File: config.mk
export PLATFORM = sky130hd
export DESIGN_NAME = serial_subtractor
export DESIGN_NICKNAME = d
export VERILOG_FILES = /design/src/rtl/serial_subtractor_pkg.sv /design/src/rtl/serial_subtractor_fs.sv /design/src/rtl/serial_subtractor.sv
export SDC_FILE = /design/constraint.sdc
export NUM_CORES = 1
export LEC_CHECK = 0
export ABC_AREA = 1
export ABC_CLOCK_PERIOD_IN_PS = 2200
export CAP_MARGIN = 20
export CORE_MARGIN = 2
export CORE_UTILIZATION = 60
export CTS_CLUSTER_SIZE = 10
export DETAILED_ROUTE_END_ITERATION = 6
export DONT_BUFFER_PORTS = 1
export GPL_TIMING_DRIVEN = 0
export HOLD_SLACK_MARGIN = 0.05
export PLACE_DENSITY = 0.86
export SLEW_MARGIN = 20
export SYNTH_ARGS = -nofsm -noshare
export SYNTH_HDL_FRONTEND = slang
export SYNTH_SLANG_ARGS = --single-unit
export TNS_END_PERCENT = 30
File: constraint.sdc
create_clock -name clk -period 2.2 [get_ports clk]
set_input_delay 0.55 -clock clk [delete_from_list [all_inputs] [get_ports clk]]
set_output_delay 0.55 -clock clk [all_outputs]
set_load 0.05 [all_outputs]
File: src/rtl/serial_subtractor_pkg.sv
// Shared types and constants for the bit-serial subtractor.
// State encoding is fixed; the unused code 2'd3 behaves as IDLE.
package serial_subtractor_pkg;

  typedef logic [1:0] state_t;

  localparam state_t ST_IDLE  = 2'd0;
  localparam state_t ST_SHIFT = 2'd1;
  localparam state_t ST_DONE  = 2'd2;

  localparam int DEF_WIDTH = 4;

  // Anything that is not SHIFT or DONE is treated as IDLE.
  function automatic logic st_is_idle(input state_t s);
    return !((s == ST_SHIFT) || (s == ST_DONE));
  endfunction

endpackage

File: src/rtl/serial_subtractor_fs.sv
// One-bit full subtractor cell: d = a - b - bin.
// Purely combinational; the serial datapath reuses it every cycle.
module full_subtractor (
  input  logic a_i,
  input  logic b_i,
  input  logic bin_i,
  output logic d_o,
  output logic bout_o
);

  logic axb;

  assign axb    = a_i ^ b_i;
  assign d_o    = axb ^ bin_i;
  assign bout_o = (~a_i & b_i) | (~axb & bin_i);

endmodule

File: src/rtl/serial_subtractor.sv
// Bit-serial LSB-first subtractor with start/ready/done handshake.
// The minuend register doubles as the result shift register.
module serial_subtractor
  import serial_subtractor_pkg::*;
#(
  parameter int WIDTH = DEF_WIDTH
) (
  input  logic             clk,
  input  logic             rst,
  input  logic             start,
  input  logic [WIDTH-1:0] a,
  input  logic [WIDTH-1:0] b,
  input  logic             bin,
  output logic             ready,
  output logic             busy,
  output logic             done,
  output logic [WIDTH-1:0] diff,
  output logic             bout
);

  localparam int CNT_W = (WIDTH > 1) ? $clog2(WIDTH) : 1;
  localparam logic [CNT_W-1:0] CNT_LAST = CNT_W'(WIDTH - 1);

  state_t           state_q, state_d;
  logic [WIDTH-1:0] a_q, a_d;
  logic [WIDTH-1:0] b_q, b_d;
  logic             br_q, br_d;
  logic [CNT_W-1:0] cnt_q, cnt_d;
  logic [WIDTH-1:0] diff_q, diff_d;
  logic             bout_q, bout_d;

  logic st_idle;
  logic st_shift;
  logic st_done;

  logic cell_d;
  logic cell_bout;

  assign st_shift = (state_q == ST_SHIFT);
  assign st_done  = (state_q == ST_DONE);
  assign st_idle  = st_is_idle(state_q);

  full_subtractor u_fs (
    .a_i    (a_q[0]),
    .b_i    (b_q[0]),
    .bin_i  (br_q),
    .d_o    (cell_d),
    .bout_o (cell_bout)
  );

  // FSM state register
  always_ff @(posedge clk or posedge rst) begin
    if (rst) begin
      state_q <= ST_IDLE;
    end else begin
      state_q <= state_d;
    end
  end

  // Datapath registers: operand shifters, borrow, counter, result
  always_ff @(posedge clk or posedge rst) begin
    if (rst) begin
      a_q    <= '0;
      b_q    <= '0;
      br_q   <= 1'b0;
      cnt_q  <= '0;
      diff_q <= '0;
      bout_q <= 1'b0;
    end else begin
      a_q    <= a_d;
      b_q    <= b_d;
      br_q   <= br_d;
      cnt_q  <= cnt_d;
      diff_q <= diff_d;
      bout_q <= bout_d;
    end
  end

  // Next-state and datapath update: capture, shift one bit, finish
  always_comb begin
    state_d = state_q;
    a_d     = a_q;
    b_d     = b_q;
    br_d    = br_q;
    cnt_d   = cnt_q;
    diff_d  = diff_q;
    bout_d  = bout_q;
    unique case (1'b1)
      st_idle: begin
        state_d = ST_IDLE;
        if (start) begin
          a_d     = a;
          b_d     = b;
          br_d    = bin;
          cnt_d   = '0;
          state_d = ST_SHIFT;
        end
      end
      st_shift: begin
        a_d   = {cell_d, a_q[WIDTH-1:1]};
        b_d   = {1'b0, b_q[WIDTH-1:1]};
        br_d  = cell_bout;
        cnt_d = cnt_q + CNT_W'(1);
        if (cnt_q == CNT_LAST) begin
          diff_d  = {cell_d, a_q[WIDTH-1:1]};
          bout_d  = cell_bout;
          cnt_d   = '0;
          state_d = ST_DONE;
        end
      end
      st_done: begin
        state_d = ST_IDLE;
      end
      default: begin
        state_d = ST_IDLE;
      end
    endcase
  end

  assign ready = st_idle;
  assign busy  = st_shift;
  assign done  = st_done;
  assign diff  = diff_q;
  assign bout  = bout_q;

endmodule

==> results.cfg, run 1 <==
[status]
status = completed

[placement]
io_buffers = 0
gp_congestion = 0.779
placed_cell_area_um2 = 992
place_ws_ps = 379
hpwl_um = 1380

[floorplanning]
core_mm2 = 0.00151
start_util_pct = 64.5
rows = 14
die_w_um = 44.3
dieHeight_um = 44.3
ios = 20
die_area_mm2 = 0.00196

[global_route]
antenna_found_initial = 0
grt_max_degree = 19
grt_first_pass_wirelength_um = 3220
grt-ovfl-total = 0
grt_usage_pct = 22.2
grt_pass1_vias = 743

[pwr]
powerDensity_mw_per_mm2 = 1610
ir_drop_v = 0.00111
p_clk_share_pct = 12.4
pwr-share-comb_pct = 49.9
p_sw_uw = 811
swShare_pct = 49.1
intPower_uw = 841
power_frac_seq_pct = 37.7
p_leak_uw = 0.000589

[sta]
finalSetupTns_ps = 0
rsz0062_at_grt = false
setup_viol = 0
hold_violations = 0
finalWorstSetupSlack_ps = 245
timing.final.crit_share_pct = 88.8
skew_ps = 7.16
relSlewSlack_pct = 53.6
worstMarginPinSlew_ps = 696
finalMaxSlewViolations = 0
clock.fmax_mhz = 512
min_period_ps = 1950

[cts]
clk_pin_slew_ps = 110
cts_setup_buffers = 0
cts_hold_buf = 0
clock_latency_ps = 290
cts_buffer_depth = 2
cts_tree = built
htreeDepth = 1
cts_resized = 0
cts-root-buf = clkbuf_4
cts_sinks = 18
numCtsBuffers = 3

[critical_path]
slowest_stage = ha_1
crit_type = register to primary output
crit_arrival_ps = 1400
required_ps = 1650
start_kind = register
crit_path_cell_trace = inv_1, ha_1
cpPeakStageDelay_ps = 600
crit_path_end_kind = primary output
crit_fanout = 4

[finish]
design_area_mm2 = 0.00103
num_antenna_cells = 0
nets = 145
syn2layout_area_growth_pct = 5.79
post-route-util_pct = 68.3
drive_above_1_share_pct = 9.52

[logic_synthesis]
synth_cell_types = 15
syn_area_um2 = 972
netlist.area_leader.share_pct = 46.3
synth.most_common_cell = nand2_1
synthTopCellsByArea = dfrtp_1 (46%), nand2_1 (23%), nand3_1 (8.2%)
yosys-top-cells-count = nand2_1 (60), dfrtp_1 (18), nand3_1 (16)
synthArstFlopShare_pct = 100
synth_nets = 140
synth_seq_cells = 18
ys_seq_area_share_pct = 46.3
ys.flop_type = dfrtp_1
synth_top_area_cell = dfrtp_1
synth_edf_count = 0
synth_cells = 122
syn_area_per_cell_um2 = 7.97
yosysWarnings = 0

[detailed_routing]
totalWireLength_um = 1890
viasPerCell = 5.50
vias = 781
ant_nets = 0
drtIter0Drc = 22
route.detailed.drc = 0
drtPass1Iterations = 4
detail_route.wl_per_cell_um = 13.3

[hold_path]
hp-class = input port to asynchronous set/reset pin

[run]
drv_cap = 0
critical path, delay by kind of cell, from the launching register on:
family	cells	cell delay, ps
adders and majority gates	1	600
buffers and inverters	1	80
DFF	1	430
metal layers:
metal / part of all wire (%) / GRT usage, % / vias to the layer above
met5: 0 / 0 / -
met2: 52 / 37.4 / 27
met4: 0.64 / 7.27 / 0
met1: 41 / 28.8 / 367
li1: - / - / 385
met3: 5.8 / 4.49 / 2
registers in the layout, summed over array words and instances, names as in the netlist:
register,cells
a_q,4
b_q,4
diff,4
cnt_q,2
state_q,2
bout,1
br_q,1
cells in the final DEF, fill, tap and decap left out, types with 2 or more instances in the layout:
cell type / instances
o21ai_0: 2
inv_1: 9
nand2_1: 60
nor2_1: 2
ha_1: 5
nand3_1: 16
nand2_2: 2
buf_6: 2
clkbuf_4: 3
dfrtp_1: 18
cell families (layout without fill, tap and decap cells):
| family | after synthesis | in the layout | synth area share (%) |
|---|---|---|---|
| simple gates | 81 | 81 | 34.6 |
| flops | 18 | 18 | 46.3 |
| buf+inv | 14 | 18 | 9.01 |
| fa+ha+maj | 6 | 6 | 8.49 |
| compound gates | 3 | 3 | 1.54 |
power by group through the flow:
stage	registers [uW]	clock network (uW)	logic (uW)
finish	622	205	824
global route	638	225	917
CTS	622	207	831
detailed placement	629	0	826
global placement	618	0	799
floorplan	604	0	700
path summary, 6_finish.rpt:
kind	from	end	slack, ps	cells past startpoint
max in group asynchronous	rst	b_q[0]	1520	1
hold / removal	rst	diff[1]	240	1
hold reg to reg	b_q[0]	b_q[0]	520	2
setup reg to reg	state_q[0]	cnt_q[1]	350	6
min in group clk	b[3]	b_q[3]	400	2
setup / recovery	state_q[0]	ready	250	2
stage by stage:
stage | total power, uW | hold slack (ps) | instances
after floorplan | 1300 | 475 | 122
after global placement | 1420 | 492 | 138
after detailed placement | 1460 | 496 | 138
after CTS | 1660 | 265 | 142
after global routing | 1780 | 278 | 142
final | 1650 | 239 | 142
area by class of cell:
class / count / area, um2
fillers: 140 / 478
flip-flops and latches: 18 / 450
multi-input cells: 90 / 434
plain buffers: 4 / 50.0
inverters: 10 / 37.5
clock buffers: 4 / 36.3
well taps: 16 / 20.0
Power figures use the tool's default switching activity.
==> run 2, diff against run 1 <==
Settings changed: ABC_CLOCK_PERIOD_IN_PS 2200 to 1700, CORE_UTILIZATION 60 to 54, PLACE_DENSITY 0.86 to 0.82.
Clock period 2.2 ns to 1.7 ns, I/O delays scaled along.
==> run 2 against run 1 <==
Net effect:
- the run now ends with negative setup slack left
- sequential power up 30%
- routed wire length down 1.8%
- final area up 1.6%
- first-iteration DRC count down 27%
- non-clock buffer count unchanged
- sequential share of layout area down 0.68 points
- critical path depth unchanged
- hold slack worse by 120 ps
- cell count up 6.3%
- clock power up 27%
- largest cell class unchanged
- largest power group unchanged
- highest routed layer unchanged
==> results.cfg, run 2 (synthesis gave the netlist of run 1 again) <==
[sta]
rsz0062_at_grt = true
holdWs_ps = 120
relSlewSlack_pct = 54.1
finalSetupTns_ps = -52.8
worstMarginPinSlew_ps = 688
finalMaxSlewViolations = 0
clock.fmax_mhz = 579
skew_ps = 2.48
min_period_ps = 1730
finalWorstSetupSlack_ps = -26.7
timing.final.crit_share_pct = 102
hold_violations = 0
setup_viol = 2

[detailed_routing]
route.detailed.drc = 0
drtIter0Drc = 16
totalWireLength_um = 1850
vias = 793
drtPass1Iterations = 4
detail_route.wl_per_cell_um = 12.3
ant_nets = 0
viasPerCell = 5.25

[floorplanning]
ios = 20
die_area_mm2 = 0.00216
rows = 15
core_mm2 = 0.00171
start_util_pct = 56.9
die_w_um = 46.4
dieHeight_um = 46.4

[finish]
layout_commonest_cell = nand2_1
design_area_mm2 = 0.00104
num_antenna_cells = 0
fill_cells = 151
syn2layout_area_growth_pct = 7.46
drive_above_1_share_pct = 11.1
nets = 145
layout_common_cells = nand2_1 (60), dfrtp_1 (18), nand3_1 (16), inv_1 (9)
ff_latch_area_um2 = 450
multi_input_area_um2 = 439

[cts]
numCtsBuffers = 3
clock_latency_ps = 280
cts_tree = built
cts_sinks = 18
cts-root-buf = clkbuf_4
cts_setup_buffers = 0
cts_buffer_depth = 2
clk_pin_slew_ps = 110
htreeDepth = 1
cts_hold_buf = 0

[critical_path]
path_buf_inv = 1
crit_type = register to primary output
start_kind = register
critPathTopFamily = adder cells
required_ps = 1270
slowest_stage = ha_1
crit_path_cell_trace = inv_1, ha_1
crit_fanout = 4
cpPeakStageDelay_ps = 470
crit_path_end_kind = primary output
crit_arrival_ps = 1300

[pwr]
p_leak_uw = 0.000586
ir_drop_v = 0.00110
powerDensity_mw_per_mm2 = 2060
p_total_uw = 2150

[global_route]
grt_first_pass_wirelength_um = 2970
antenna_found_initial = 0
grt_pass1_vias = 721
grt_usage_pct = 19.6
grt-ovfl-total = 0
grt_max_degree = 19

[status]
violations = negative setup slack
status = complete, but fails checks

[placement]
hpwl_um = 1380
placed_cell_area_mm2 = 0.00100
io_buffers = 0
gp_congestion = 0.768

[hold_path]
hp-class = input port to asynchronous set/reset pin

[run]
drv_cap = 0
==> run 2: timing repair <==
| item | in CTS | in global routing |
|---|---|---|
| resized for setup | 2 | 0 |
| cloned | 0 | 0 |
| endpoints found under the setup margin | 13 | 12 |
==> run 2: layout make-up <==
type                       count  share of cell area, %
tap                           25                   2.99
inverter                      10                   3.59
multi-input combinational     90                   42.0
clock buffer                   4                   3.47
buffer                         4                   4.79
sequential                    18                   43.1
==> run 2: stage by stage <==
stage	utilization (%)	std cells	setup WS [ps]
2_1_floorplan	-	122	49.8
3_3_place_gp	58.8	147	-59.5
3_5_place_dp	58.8	147	-106
4_1_cts	61.2	151	-19.5
5_1_grt	61.2	151	-78.0
6_report	61.2	151	-26.7
==> run 2: worst paths after layout <==
check	from	end	slack [ps]	cells past startpoint
hold reg to reg	b_q[3]	b_q[3]	520	2
min in group clk	b[3]	b_q[3]	270	2
setup / recovery	state_q[0]	done	-30	2
setup reg to reg	state_q[0]	cnt_q[0]	30	6
hold / removal	rst	diff[2]	120	1
max in group asynchronous	rst	a_q[1]	1150	1
==> run 2: worst reg2reg max path, delay by kind of cell, from the launching register on <==
kind	cells	cell delay (ps)
adder cells (fa/ha/maj)	1	500
flip-flops	1	430
AND/OR/NAND/NOR	3	340
buffers and inverters	2	310
==> run 2: where the power goes <==
| part | switching (uW) | internal (uW) |
|---|---|---|
| Clock | 131 | 130 |
| Sequential | 208 | 598 |
| Combinational | 711 | 374 |
==> run 2: layer usage <==
layer / routed length [um] / vias to the layer above / part of all wire [%] / GRT usage [%]
li1: - / 384 / - / -
met1: 731 / 375 / 39 / 23.8
met2: 938 / 32 / 51 / 34.7
met3: 168 / 2 / 9.1 / 4.31
met4: 14 / 0 / 0.76 / 5.14
met5: 0 / - / 0 / 0
==> run 3, diff against run 2 <==
Settings changed: CORE_MARGIN 2 to not set.
==> run 3 against run 2 <==
Net effect:
- the run now ends clean
- clock-buffer cell count is 1 lower
- combinational power hardly changed
- utilization is 4.2 points higher
- clock power is 20% lower
- sequential power hardly changed
- maximum frequency is 5.0% higher
- final area is 0.24% lower
- non-clock buffer count stayed put
- first-iteration DRC count is 6.3% lower
- critical endpoint unchanged
- largest cell class is now multi-input combinational cells
- largest power group unchanged
- highest routed layer unchanged
==> results.cfg, run 3 (synthesis gave the netlist of run 1 again) <==
[status]
status = completed

[detailed_routing]
detail_route.wl_per_cell_um = 12.1
drtPass1Iterations = 4
drtIter0Drc = 15
totalWireLength_um = 1800
viasPerCell = 5.15
route.detailed.drc = 0
vias = 767
ant_nets = 0

[run]
drv_cap = 0

[critical_path]
required_ps = 1270
cp-startpoint = state_q[0]
timing.rr.start = state_q[1]
reg2reg_slack_ps = 110
start_kind = register
crit_path_end_kind = primary output
crit_path_cell_trace = inv_1, ha_2
slowest_stage = dfrtp_1
regToRegEndpoint = cnt_q[0]
crit_fanout = 4
rr_worst_depth = 7
crit_arrival_ps = 1220
cpPeakStageDelay_ps = 430
crit_type = register to primary output

[sta]
finalWorstSetupSlack_ps = 56.2
rsz0062_at_grt = false
hold_violations = 0
worstMarginPinSlew_ps = 686
finalMaxSlewViolations = 0
min_period_ps = 1640
clock.fmax_mhz = 608
holdWs_ps = 115
setup_viol = 0
timing.final.crit_share_pct = 96.7
skew_ps = 6.85
relSlewSlack_pct = 54.2

[pwr]
power_frac_seq_pct = 37.9
p_leak_uw = 0.000579
swShare_pct = 48.9
p_total_uw = 2130
intPower_uw = 1090
pwr-share-comb_pct = 52.4
ir_drop_v = 0.00137
p_clk_share_pct = 9.7
p_sw_uw = 1040
powerDensity_mw_per_mm2 = 2050

[floorplanning]
die_area_mm2 = 0.00197
die_w_um = 44.4
start_util_pct = 61.0
ios = 20
rows = 14
dieHeight_um = 44.4
core_mm2 = 0.00159

[global_route]
grt-ovfl-total = 0
use_met2_pct = 35.6
grt_first_pass_wirelength_um = 3030
use_met1_pct = 26.8
grt_pass1_vias = 728
grt_max_degree = 19
grt_usage_pct = 21.1
grt-busiest-layer = met2
antenna_found_initial = 0
grt.met3_usage_pct = 4.49

[finish]
fill_cells = 146
syn2layout_area_growth_pct = 7.21
num_antenna_cells = 0
drive_above_1_share_pct = 11.2
nets = 145
layout_common_cells = nand2_1 (60), dfrtp_1 (18), nand3_1 (16), inv_1 (9), clkbuf_4 (3)
layout_commonest_cell = nand2_1
design_area_mm2 = 0.00104

[cts]
cts_buffer_depth = 2
clk_pin_slew_ps = 100
numCtsBuffers = 3
cts_hold_buf = 0
htreeDepth = 1
cts_resized = 4
cts_setup_buffers = 0
cts-root-buf = clkbuf_4
cts_sinks = 18
cts_tree = built
clock_latency_ps = 290

[placement]
io_buffers = 0
place_ws_ps = -77.4
placed_cell_area_mm2 = 0.00100
gp_congestion = 0.765
hpwl_um = 1290

[hold_path]
hp-class = input port to asynchronous set/reset pin
## run 3: power groups by stage
stage | Combinational (uW) | Sequential, uW | Clock, uW
after global placement | 1030 | 799 | 0
after floorplan | 905 | 782 | 0
after global routing | 1240 | 827 | 227
final | 1120 | 807 | 208
after CTS | 1120 | 808 | 211
after detailed placement | 1060 | 811 | 0
## run 3: area by class of cell
| cell class | count | area [um2] | area share [%] |
|---|---|---|---|
| Buffer | 4 | 50.0 | 4.80 |
| Clock buffer | 3 | 22.5 | 2.16 |
| Inverter | 10 | 37.5 | 3.60 |
| Multi-Input combinational cell | 90 | 452 | 43.3 |
| Sequential cell | 18 | 450 | 43.2 |
| Tap cell | 24 | 30.0 | 2.88 |
## run 3: per-layer routing
| layer | vias up | part of all wire, % |
|---|---|---|
| met2 | 24 | 50 |
| met5 | - | 0 |
| met4 | 0 | 1.2 |
| met1 | 355 | 44 |
| met3 | 5 | 4.8 |
| li1 | 383 | - |
## run 3: worst max-delay path by stage
stage | depth (start not counted) | end | slack, ps
2_1_floorplan | 6 | br_q | 50
3_3_place_gp | 6 | b_q[1] | -50
3_5_place_dp | 6 | b_q[1] | -80
4_1_cts | 2 | done | 50
5_1_grt | 2 | done | 20
6_report | 2 | done | 60
## run 3: through the flow
stage	setup TNS, ps	std cells	utilization, %
after floorplan	0	122	-
after global placement	-478	146	62.9
after detailed placement	-696	146	62.9
after CTS	0	149	65.4
after global routing	0	149	65.4
final	0	149	65.4
## run 3: critical path: cells and delay by family (launching register included)
family                   cells  cell delay (ps)
adder cells (fa/ha/maj)      1              360
buffers and inverters        1              140
flip-flops                   1              430
